[config.mk]
export PLATFORM = sky130hd
export DESIGN_NAME = qsys_clkdiv_gen
export DESIGN_NICKNAME = d
export VERILOG_FILES = /design/src/rtl/qsys_clkdiv_gen.sv
export SDC_FILE = /design/constraint.sdc
export NUM_CORES = 1
export LEC_CHECK = 0
export ABC_AREA = 1
export CAP_MARGIN = 40
export CORE_AREA = 3 3 183 185
export DETAILED_ROUTE_END_ITERATION = 10
export DIE_AREA = 0 0 186 188
export DONT_BUFFER_PORTS = 1
export GPL_TIMING_DRIVEN = 0
export PLACE_DENSITY = 0.61
export RECOVER_POWER = 25
export SLEW_MARGIN = 15
export SYNTH_ARGS = -nofsm -noshare
export SYNTH_HDL_FRONTEND = slang
export SYNTH_SLANG_ARGS = --single-unit
[constraint.sdc]
create_clock -name refclk -period 7.1 [get_ports refclk]
set_clock_uncertainty 0.1 [all_clocks]
set_input_delay 1.065 -clock refclk [delete_from_list [all_inputs] [get_ports refclk]]
set_output_delay 1.065 -clock refclk [all_outputs]
set_load 0.02 [all_outputs]
[src/rtl/qsys_clkdiv_gen.sv]
// Multi-channel clock divider on refclk: programmable ratio/phase per channel,
// shadow/active register pair, realignment on apply and a lock indication.
module qsys_clkdiv_gen #(
  parameter int NUM_CLOCKS = 5,
  parameter int DIV_W = 8,
  parameter int CH_W = 3,
  parameter logic [NUM_CLOCKS*DIV_W-1:0] DIV_INIT = {NUM_CLOCKS{DIV_W'(2)}},
  parameter logic [NUM_CLOCKS*DIV_W-1:0] PHASE_INIT = '0,
  parameter int LOCK_DELAY = 16
) (
  input  logic                  refclk,
  input  logic                  rst_n,
  input  logic                  cfg_wr,
  input  logic [CH_W-1:0]       cfg_chan,
  input  logic [DIV_W-1:0]      cfg_div,
  input  logic [DIV_W-1:0]      cfg_phase,
  input  logic                  cfg_apply,
  output logic [NUM_CLOCKS-1:0] outclk,
  output logic [NUM_CLOCKS-1:0] outen,
  output logic                  locked
);

  localparam int LW = (LOCK_DELAY > 1) ? $clog2(LOCK_DELAY) : 1;

  typedef enum logic [1:0] {
    ST_LOAD      = 2'd0,
    ST_WAIT_LOCK = 2'd1,
    ST_LOCKED    = 2'd2
  } state_t;

  state_t state_r, state_s;

  logic [DIV_W-1:0] shadow_div_r [NUM_CLOCKS];
  logic [DIV_W-1:0] shadow_ph_r  [NUM_CLOCKS];
  logic [DIV_W-1:0] shadow_div_s [NUM_CLOCKS];
  logic [DIV_W-1:0] shadow_ph_s  [NUM_CLOCKS];
  logic [DIV_W-1:0] act_div_r    [NUM_CLOCKS];
  logic [DIV_W-1:0] act_ph_r     [NUM_CLOCKS];
  logic [DIV_W-1:0] cnt_r        [NUM_CLOCKS];
  logic [DIV_W-1:0] cnt_s        [NUM_CLOCKS];
  logic [NUM_CLOCKS-1:0] outclk_r, outclk_s;
  logic [NUM_CLOCKS-1:0] outen_r, outen_s;
  logic [LW-1:0]         lock_cnt_r, lock_cnt_s;
  logic                  locked_r;

  // A phase at or beyond the ratio is pulled back to the last slot of the period.
  function automatic logic [DIV_W-1:0] clamp_phase(input logic [DIV_W-1:0] div,
                                                   input logic [DIV_W-1:0] phase);
    logic [DIV_W-1:0] res;
    if (div == '0) begin
      res = '0;
    end else if (phase >= div) begin
      res = div - DIV_W'(1);
    end else begin
      res = phase;
    end
    return res;
  endfunction

  function automatic logic [DIV_W-1:0] start_count(input logic [DIV_W-1:0] div,
                                                   input logic [DIV_W-1:0] phase);
    logic [DIV_W-1:0] res;
    if (phase == '0) begin
      res = '0;
    end else begin
      res = div - phase;
    end
    return res;
  endfunction

  // Shadow next value: a write lands before a same-cycle apply copies it.
  always_comb begin
    for (int i = 0; i < NUM_CLOCKS; i++) begin
      if (cfg_wr && (cfg_chan == CH_W'(i))) begin
        shadow_div_s[i] = cfg_div;
        shadow_ph_s[i]  = cfg_phase;
      end else begin
        shadow_div_s[i] = shadow_div_r[i];
        shadow_ph_s[i]  = shadow_ph_r[i];
      end
    end
  end

  // Next-state logic; apply forces a realignment from any state.
  always_comb begin
    state_s = state_r;
    case (state_r)
      ST_LOAD:      state_s = ST_WAIT_LOCK;
      ST_WAIT_LOCK: begin
        if (lock_cnt_r == LW'(LOCK_DELAY - 1)) begin
          state_s = ST_LOCKED;
        end else begin
          state_s = ST_WAIT_LOCK;
        end
      end
      ST_LOCKED:    state_s = ST_LOCKED;
      default:      state_s = ST_LOAD;
    endcase
    if (cfg_apply) begin
      state_s = ST_LOAD;
    end else begin
      state_s = state_s;
    end
  end

  // Counter, lock-timer and per-channel output next values.
  always_comb begin
    lock_cnt_s = lock_cnt_r;
    outclk_s   = '0;
    outen_s    = '0;
    for (int i = 0; i < NUM_CLOCKS; i++) begin
      cnt_s[i] = cnt_r[i];
    end
    if (cfg_apply) begin
      lock_cnt_s = '0;
    end else begin
      case (state_r)
        ST_LOAD: begin
          lock_cnt_s = '0;
          for (int i = 0; i < NUM_CLOCKS; i++) begin
            cnt_s[i] = start_count(act_div_r[i], act_ph_r[i]);
          end
        end
        ST_WAIT_LOCK, ST_LOCKED: begin
          if ((state_r == ST_WAIT_LOCK) && (lock_cnt_r != LW'(LOCK_DELAY - 1))) begin
            lock_cnt_s = lock_cnt_r + LW'(1);
          end else begin
            lock_cnt_s = lock_cnt_r;
          end
          for (int i = 0; i < NUM_CLOCKS; i++) begin
            if (act_div_r[i] == '0) begin
              cnt_s[i] = '0;
            end else begin
              outen_s[i] = (cnt_r[i] == '0);
              if (act_div_r[i] == DIV_W'(1)) begin
                outclk_s[i] = 1'b1;
              end else begin
                outclk_s[i] = (cnt_r[i] < (act_div_r[i] >> 1));
              end
              if (cnt_r[i] >= (act_div_r[i] - DIV_W'(1))) begin
                cnt_s[i] = '0;
              end else begin
                cnt_s[i] = cnt_r[i] + DIV_W'(1);
              end
            end
          end
        end
        default: lock_cnt_s = '0;
      endcase
    end
  end

  // State register and registered lock flag.
  always_ff @(posedge refclk) begin
    if (!rst_n) begin
      state_r  <= ST_LOAD;
      locked_r <= 1'b0;
    end else begin
      state_r  <= state_s;
      locked_r <= (state_s == ST_LOCKED);
    end
  end

  // Configuration registers: shadow every cycle, active only on apply.
  always_ff @(posedge refclk) begin
    if (!rst_n) begin
      for (int i = 0; i < NUM_CLOCKS; i++) begin
        shadow_div_r[i] <= DIV_INIT[i*DIV_W +: DIV_W];
        shadow_ph_r[i]  <= PHASE_INIT[i*DIV_W +: DIV_W];
        act_div_r[i]    <= DIV_INIT[i*DIV_W +: DIV_W];
        act_ph_r[i]     <= clamp_phase(DIV_INIT[i*DIV_W +: DIV_W], PHASE_INIT[i*DIV_W +: DIV_W]);
      end
    end else begin
      for (int i = 0; i < NUM_CLOCKS; i++) begin
        shadow_div_r[i] <= shadow_div_s[i];
        shadow_ph_r[i]  <= shadow_ph_s[i];
        if (cfg_apply) begin
          act_div_r[i] <= shadow_div_s[i];
          act_ph_r[i]  <= clamp_phase(shadow_div_s[i], shadow_ph_s[i]);
        end else begin
          act_div_r[i] <= act_div_r[i];
          act_ph_r[i]  <= act_ph_r[i];
        end
      end
    end
  end

  // Channel counters, lock timer and output registers.
  always_ff @(posedge refclk) begin
    if (!rst_n) begin
      for (int i = 0; i < NUM_CLOCKS; i++) begin
        cnt_r[i] <= '0;
      end
      outclk_r   <= '0;
      outen_r    <= '0;
      lock_cnt_r <= '0;
    end else begin
      for (int i = 0; i < NUM_CLOCKS; i++) begin
        cnt_r[i] <= cnt_s[i];
      end
      outclk_r   <= outclk_s;
      outen_r    <= outen_s;
      lock_cnt_r <= lock_cnt_s;
    end
  end

  assign outclk = outclk_r;
  assign outen  = outen_r;
  assign locked = locked_r;

endmodule

Word level (Yosys, flattened, before mapping)

Memories as Yosys holds them, arrays and structs flattened.
Index checks and enable logic that the tools add are counted.

Register bits after elaboration: 17
Latch bits: 0
Bits in writable memories: 200
Memory bits (read-only): 0
Memories kept: 5

Memories:

| memory       | depth | bits a word | read ports | clocked after memory_dff | write ports | RTL line | RTL |
|---|---|---|---|---|---|---|---|
| act_div_r    | 5     | 8           | 5          | 0                        | 5           | 37       | `logic [DIV_W-1:0] act_div_r [NUM_CLOCKS];` |
| act_ph_r     | 5     | 8           | 5          | 0                        | 5           | 38       | `logic [DIV_W-1:0] act_ph_r [NUM_CLOCKS];` |
| cnt_r        | 5     | 8           | 5          | 0                        | 5           | 39       | `logic [DIV_W-1:0] cnt_r [NUM_CLOCKS];` |
| shadow_div_r | 5     | 8           | 5          | 0                        | 5           | 33       | `logic [DIV_W-1:0] shadow_div_r [NUM_CLOCKS];` |
| shadow_ph_r  | 5     | 8           | 5          | 0                        | 5           | 34       | `logic [DIV_W-1:0] shadow_ph_r [NUM_CLOCKS];` |

$add $sub $neg: 21
Multiply operators: 0
Divide/modulo/power cells: 0
$lt $le $gt $ge: 15
Equality and inequality tests: 14
Shift-type cells: 0
Multiplexer cells: 99
Bitwise operators: 37
Reductions and logical operators: 35

Operators by type and width:

| cell                                                                  | number |
|---|---|
| 8-bit two-way mux                                                     | 81 |
| 8-bit zero test                                                       | 20 |
| 8-bit greater-or-equal comparator                                     | 10 |
| 40-bit case mux with 2 select lines                                   | 1 |
| 8-bit by 1-bit subtractor with 8-bit output, second input constant    | 10 |
| 8-bit by 1-bit adder with 8-bit output, second input constant         | 5 |
| 8-bit by 1-bit equality test with 1-bit output, second input constant | 5 |
| 8-bit by 7-bit < comparator with 1-bit output                         | 5 |
| 40-bit two-way mux                                                    | 1 |
| 8-bit subtractor                                                      | 5 |
| 1-bit OR                                                              | 35 |
| 4-bit OR reduction                                                    | 5 |
| 1-bit two-way mux                                                     | 13 |
| 3-bit by 2-bit equality test with 1-bit output, second input constant | 2 |
| 1-bit logical AND                                                     | 6 |
| 2-bit case mux with 3 select lines                                    | 1 |
| 4-bit by 1-bit adder with 4-bit output, second input constant         | 1 |
| 2-bit equality test, second input constant                            | 2 |
| 4-bit equality test, second input constant                            | 1 |
| 2-bit two-way mux                                                     | 2 |
| 4-bit != test, second input constant                                  | 1 |
| 3-bit by 1-bit equality test with 1-bit output, second input constant | 1 |
| 3-bit equality test, second input constant                            | 1 |
| 3-bit zero test                                                       | 1 |
| other kinds (5)                                                       | 6 |

Logic depth before layout (Yosys ltp)

Depth after elaboration: 10
Mapped depth: 18
Depth with buffers taken out: 17

Worst setup path before layout

Ideal clock, no wire load.

Path kind: input to register
Start point: in cfg_chan[2]
End point: mem act_ph_r[3][4], data pin
Arrival time: 3.194 ns
Data required time: 6.745 ns
Slack: 3.551 ns
Cell stages on the path: 14
Cell sequence: inv_1 -> nand4_4 -> buf_2 -> buf_2 -> o21ai_0 -> inv_1 -> ha_1 -> nand2_1 -> nor2_1 -> nand4_1 -> nand3_1 -> clkbuf_1 -> nand3_1 -> and2_1

RTL lines:

| item               | RTL line | RTL |
|---|---|---|
| start: declaration | 14       | `input logic [CH_W-1:0] cfg_chan,` |
| end: declaration   | 38       |  |

Worst setup path in the final report

Start point: in rst_n
End point: reg outen_r[3] (netlist: outen[3])

Cells in the longest elaborated chain, start to end: 2

Ends and longest elaborated chain:

| item                         | RTL line | RTL |
|---|---|---|
| start: declaration           | 12       | `input logic rst_n,` |
| 1-bit NOT (no line)          | -        |  |
| 4-bit OR reduction (no line) | -        |  |
| end signal: assignment       | 202      | `outen_r <= outen_s;` |
| end: declaration             | 42       | `logic [NUM_CLOCKS-1:0] outen_r, outen_s;` |

No other way between the ends.
A chain may end at the register's enable or synchronous reset.

==> run_results.csv <==
group,metric,value,unit
critical_path,critPathTopFamily,"buffers and inverters",
floorplan,io_pins,34,
clock_tree,cts_buffer_depth,3,
outcome,run_status,"complete, but fails checks",
detailed_routing,vias,13900,
global_route,antenna_found_initial,0,
floorplan,die_h,188,um
detailed_routing,vias_per_cell,5.29,
global_route,grt_pass1_vias,13200,
critical_path,path_cells,"inv_1 > nor2_1 > clkinvlp_2 > clkbuf_1 > nor2_1 > buf_4 > o21ai_0 > nor3_1",
critical_path,r2r_end,"cnt_r[0][29]$_SDFFE_PN0P_",
power,irDropWorstVdd,0.181,mV
global_route,grt_pass1_wl,68700,um
global_route,grt_usage,24.4,%
power,power.density,220,nW/um2
worst_hold_path,hold_path_end,"lock_cnt_r[2]$_SDFFE_PP0P_",
final_layout,fill_cells,3188,
worst_hold_path,min_path_type,"reg -> reg",
timing,rsz0062_at_grt,"false",
critical_path,required,7.44,ns
placement,hpwlAfterDp,32700,um
timing,drv_slew,84,
clock_tree,cts_hold_buf,0,
final_layout,drive_gt1_share,5.72,%
global_route,grt_max_degree,44,
final_layout,syn_to_final_growth,8.62,%
timing,fin_crit_sh,67.5,%
critical_path,cpMostUsedCell,"nor2_1",
worst_hold_path,min_from,"lock_cnt_r[2]$_SDFFE_PP0P_",
final_layout,stdcell_area,17200,um2
critical_path,cp.arrival,5.13,ns
yosys,ys_types,44,
yosys,ys_top_cells_by_area,"dfxtp_1 17%, edfxtp_1 15%, ha_1 15%, nand2_1 9.3%, inv_1 8.5%",
placement,gp_congestion,0.935,
yosys,syn_avg_cell_area,7.32,um2
floorplan,start_util,49.2,%
clock_tree,post-cts-setup-buffer-count,0,
final_layout,register_area,5140,um2
clock_tree,clock_latency,0.54,ns
clock_tree,cts_buffers,27,
timing,min_period,4.79,ns
yosys,syn-cell-area,15900,um2
clock_tree,cts_tree,"yes",
floorplan,die_w,186,um
final_layout,multi_input_area,9080,um2
timing,max_freq,0.209,GHz
yosys,syn-num-nets,2379,
detailed_routing,firstDrtPassIters,5,
clock_tree,htreeDepth,1,
yosys,ys_ff_latch,217,
detailed_routing,drtIter0Drc,866,
floorplan,dieArea,35000,um2
detailed_routing,wl,42600,um
critical_path,path_buf_inv,4,
critical_path,r2r_cells,16,
critical_path,endpoint_kind,"register",
final_layout,nets,2411,
outcome,violations,"capacitance limit, slew limit",
clock_tree,cts.sinks,217,
critical_path,max_stage_delay,1.33,ns
critical_path,worstReg2RegStart,"act_div_r[3][1]$_SDFFCE_PP1P_",
critical_path,worst-setup-path-type,"in -> reg",
timing,setup_tns,0,ns
detailed_routing,wl_per_cell,16.2,um
critical_path,crit_slowest_cell,"clkinvlp_2",
timing,final_hold_viol_count,0,
global_route,gr-total-overflow,0,
worst_hold_path,holdPathStages,2,
clock_tree,cts-root-buf,"clkbuf_16",
clock_tree,path_clk_slew,0.06,ns
timing,slew_headroom,-58.3,%
job,cap_violations,2,
critical_path,cp-start-kind,"input port",
critical_path,r2r_slack,4.20,ns
clock_tree,ctsResizeCount,0,
final_layout,num_antenna_cells,0,
critical_path,crit_path_max_fanout,43,
power,p_leak,8.31,nW
yosys,syn-instance-count,2167,
timing,setup_viol,0,
yosys,synth_top_area_share,17.3,%
placement,place_area,16400,um2
detailed_routing,drc,0,
yosys,synth_largest_area_cell,"dfxtp_1",
floorplan,coreArea,32200,um2
yosys,ys_seq_area_share,32.5,%
floorplan,num_rows,66,
detailed_routing,ant_nets,0,
placement,io_buffers,0,
timing,tightest_slew,2.37,ns
yosys,ys_warn_count,0,
stage by stage:
stage                     hold WS, ns  setup slack (ns)  total power [mW]  utilization (%)  instances
after floorplan                 0.360              3.55              2.23                -       2167
after global placement          0.383              1.97              2.46             50.8       2575
after detailed placement        0.387              2.94              2.48             50.9       2578
after CTS                       0.402              3.48              3.81             53.6       2627
after global routing            0.424              1.82              4.03             53.5       2627
final                           0.403              2.31              3.78             53.5       2627
final cells by class:
| type | instances | area share, % |
|---|---|---|
| Inverter | 367 | 8.02 |
| Clock buffer | 39 | 4.55 |
| Multi-Input combinational cell | 1535 | 52.7 |
| Tap cell | 408 | 2.96 |
| Buffer | 48 | 1.44 |
| Clock inverter | 10 | 0.334 |
| Timing Repair Buffer | 3 | 0.0872 |
| Sequential cell | 217 | 29.9 |
tightest hold or removal path, delay by kind of cell, from the launching register on:
kind	cells	cell delay [ns]
compound gates	1	0.05
flops	1	0.33
simple gates	1	0.07
synth_stat cells (all sizes together):
master	number
and2	3
edfxtp	80
a211oi	5
nor3b	3
nor4	1
nand3	160
nand2	412
o211ai	2
or3	1
dfxtp	137
xnor2	12
o21a	13
o21bai	4
a31oi	15
xor2	61
clkinv	3
fa	5
a21oi	114
nand4	57
ha	184
nor3	13
clkbuf	30
inv	364
or2	11
buf	18
nand3b	13
nor2	282
a21o	14
o21ai	150
flip-flops by register name, indices dropped and copies added, names as in the netlist:
| name | flops |
|---|---|
| act_ph_r | 40 |
| lock_cnt_r | 4 |
| state_r | 2 |
| locked | 1 |
| shadow_div_r | 40 |
| cnt_r | 40 |
| act_div_r | 40 |
| outen | 5 |
| outclk | 5 |
| shadow_ph_r | 40 |
cells by family (layout without fill, tap and decap cells):
logic type / after synthesis / after routing / synth area share (%)
adders and majority gates: 189 / 189 / 15.2
buffers and inverters: 415 / 467 / 10.3
and+or+nand+nor: 956 / 956 / 26.5
xor gates and xnor gates: 73 / 73 / 4.03
AOI/OAI and AO/OA: 317 / 317 / 11.6
DFF: 217 / 217 / 32.5
metal layers:
metal | GRT usage [%] | wire, um | part of all wire, %
met4 | 7.53 | 1400 | 3.3
met1 | 36.0 | 20800 | 49
met3 | 3.24 | 2190 | 5.1
met2 | 37.2 | 18300 | 43
met5 | 0 | 0 | 0
power breakdown:
group	switching, mW	leakage [nW]	internal (mW)
logic	0.627	5.90	0.359
registers	0.0921	1.99	1.39
clock network	0.547	0.423	0.767
placed cells by master (no fill, tap or decap), types with 9 or more instances in the layout:
master     count
buf_2          9
nor2_1       271
dfxtp_1      137
or2_2         10
nand3b_1      13
o21ai_0      123
ha_1         184
edfxtp_1      80
a21oi_1      114
a31oi_1       15
clkbuf_1      41
o21ai_2       11
nand3_1      158
xnor2_1       12
o21a_1        12
inv_1        359
nand4_1       55
xor2_1        61
nor3_1        13
clkbuf_16     29
nand2_2       14
nand2_1      394
a21o_1        14
worst max path at each step:
stage                 from                            to  slack, ns  cells past startpoint
3_5_place_dp   cfg_chan[2]  act_ph_r[3][1]$_SDFFCE_PP0P_       2.94                     14
4_1_cts        cfg_chan[2]  act_ph_r[3][1]$_SDFFCE_PP0P_       3.48                     14
6_report             rst_n           outen[3]$_SDFF_PP0_       2.31                      8
2_1_floorplan  cfg_chan[2]  act_ph_r[3][4]$_SDFFCE_PP0P_       3.55                     14
3_3_place_gp         rst_n           outen[3]$_SDFF_PP0_       1.97                      6
5_1_grt              rst_n           outen[3]$_SDFF_PP0_       1.82                      8
Power figures use the tool's default switching activity.
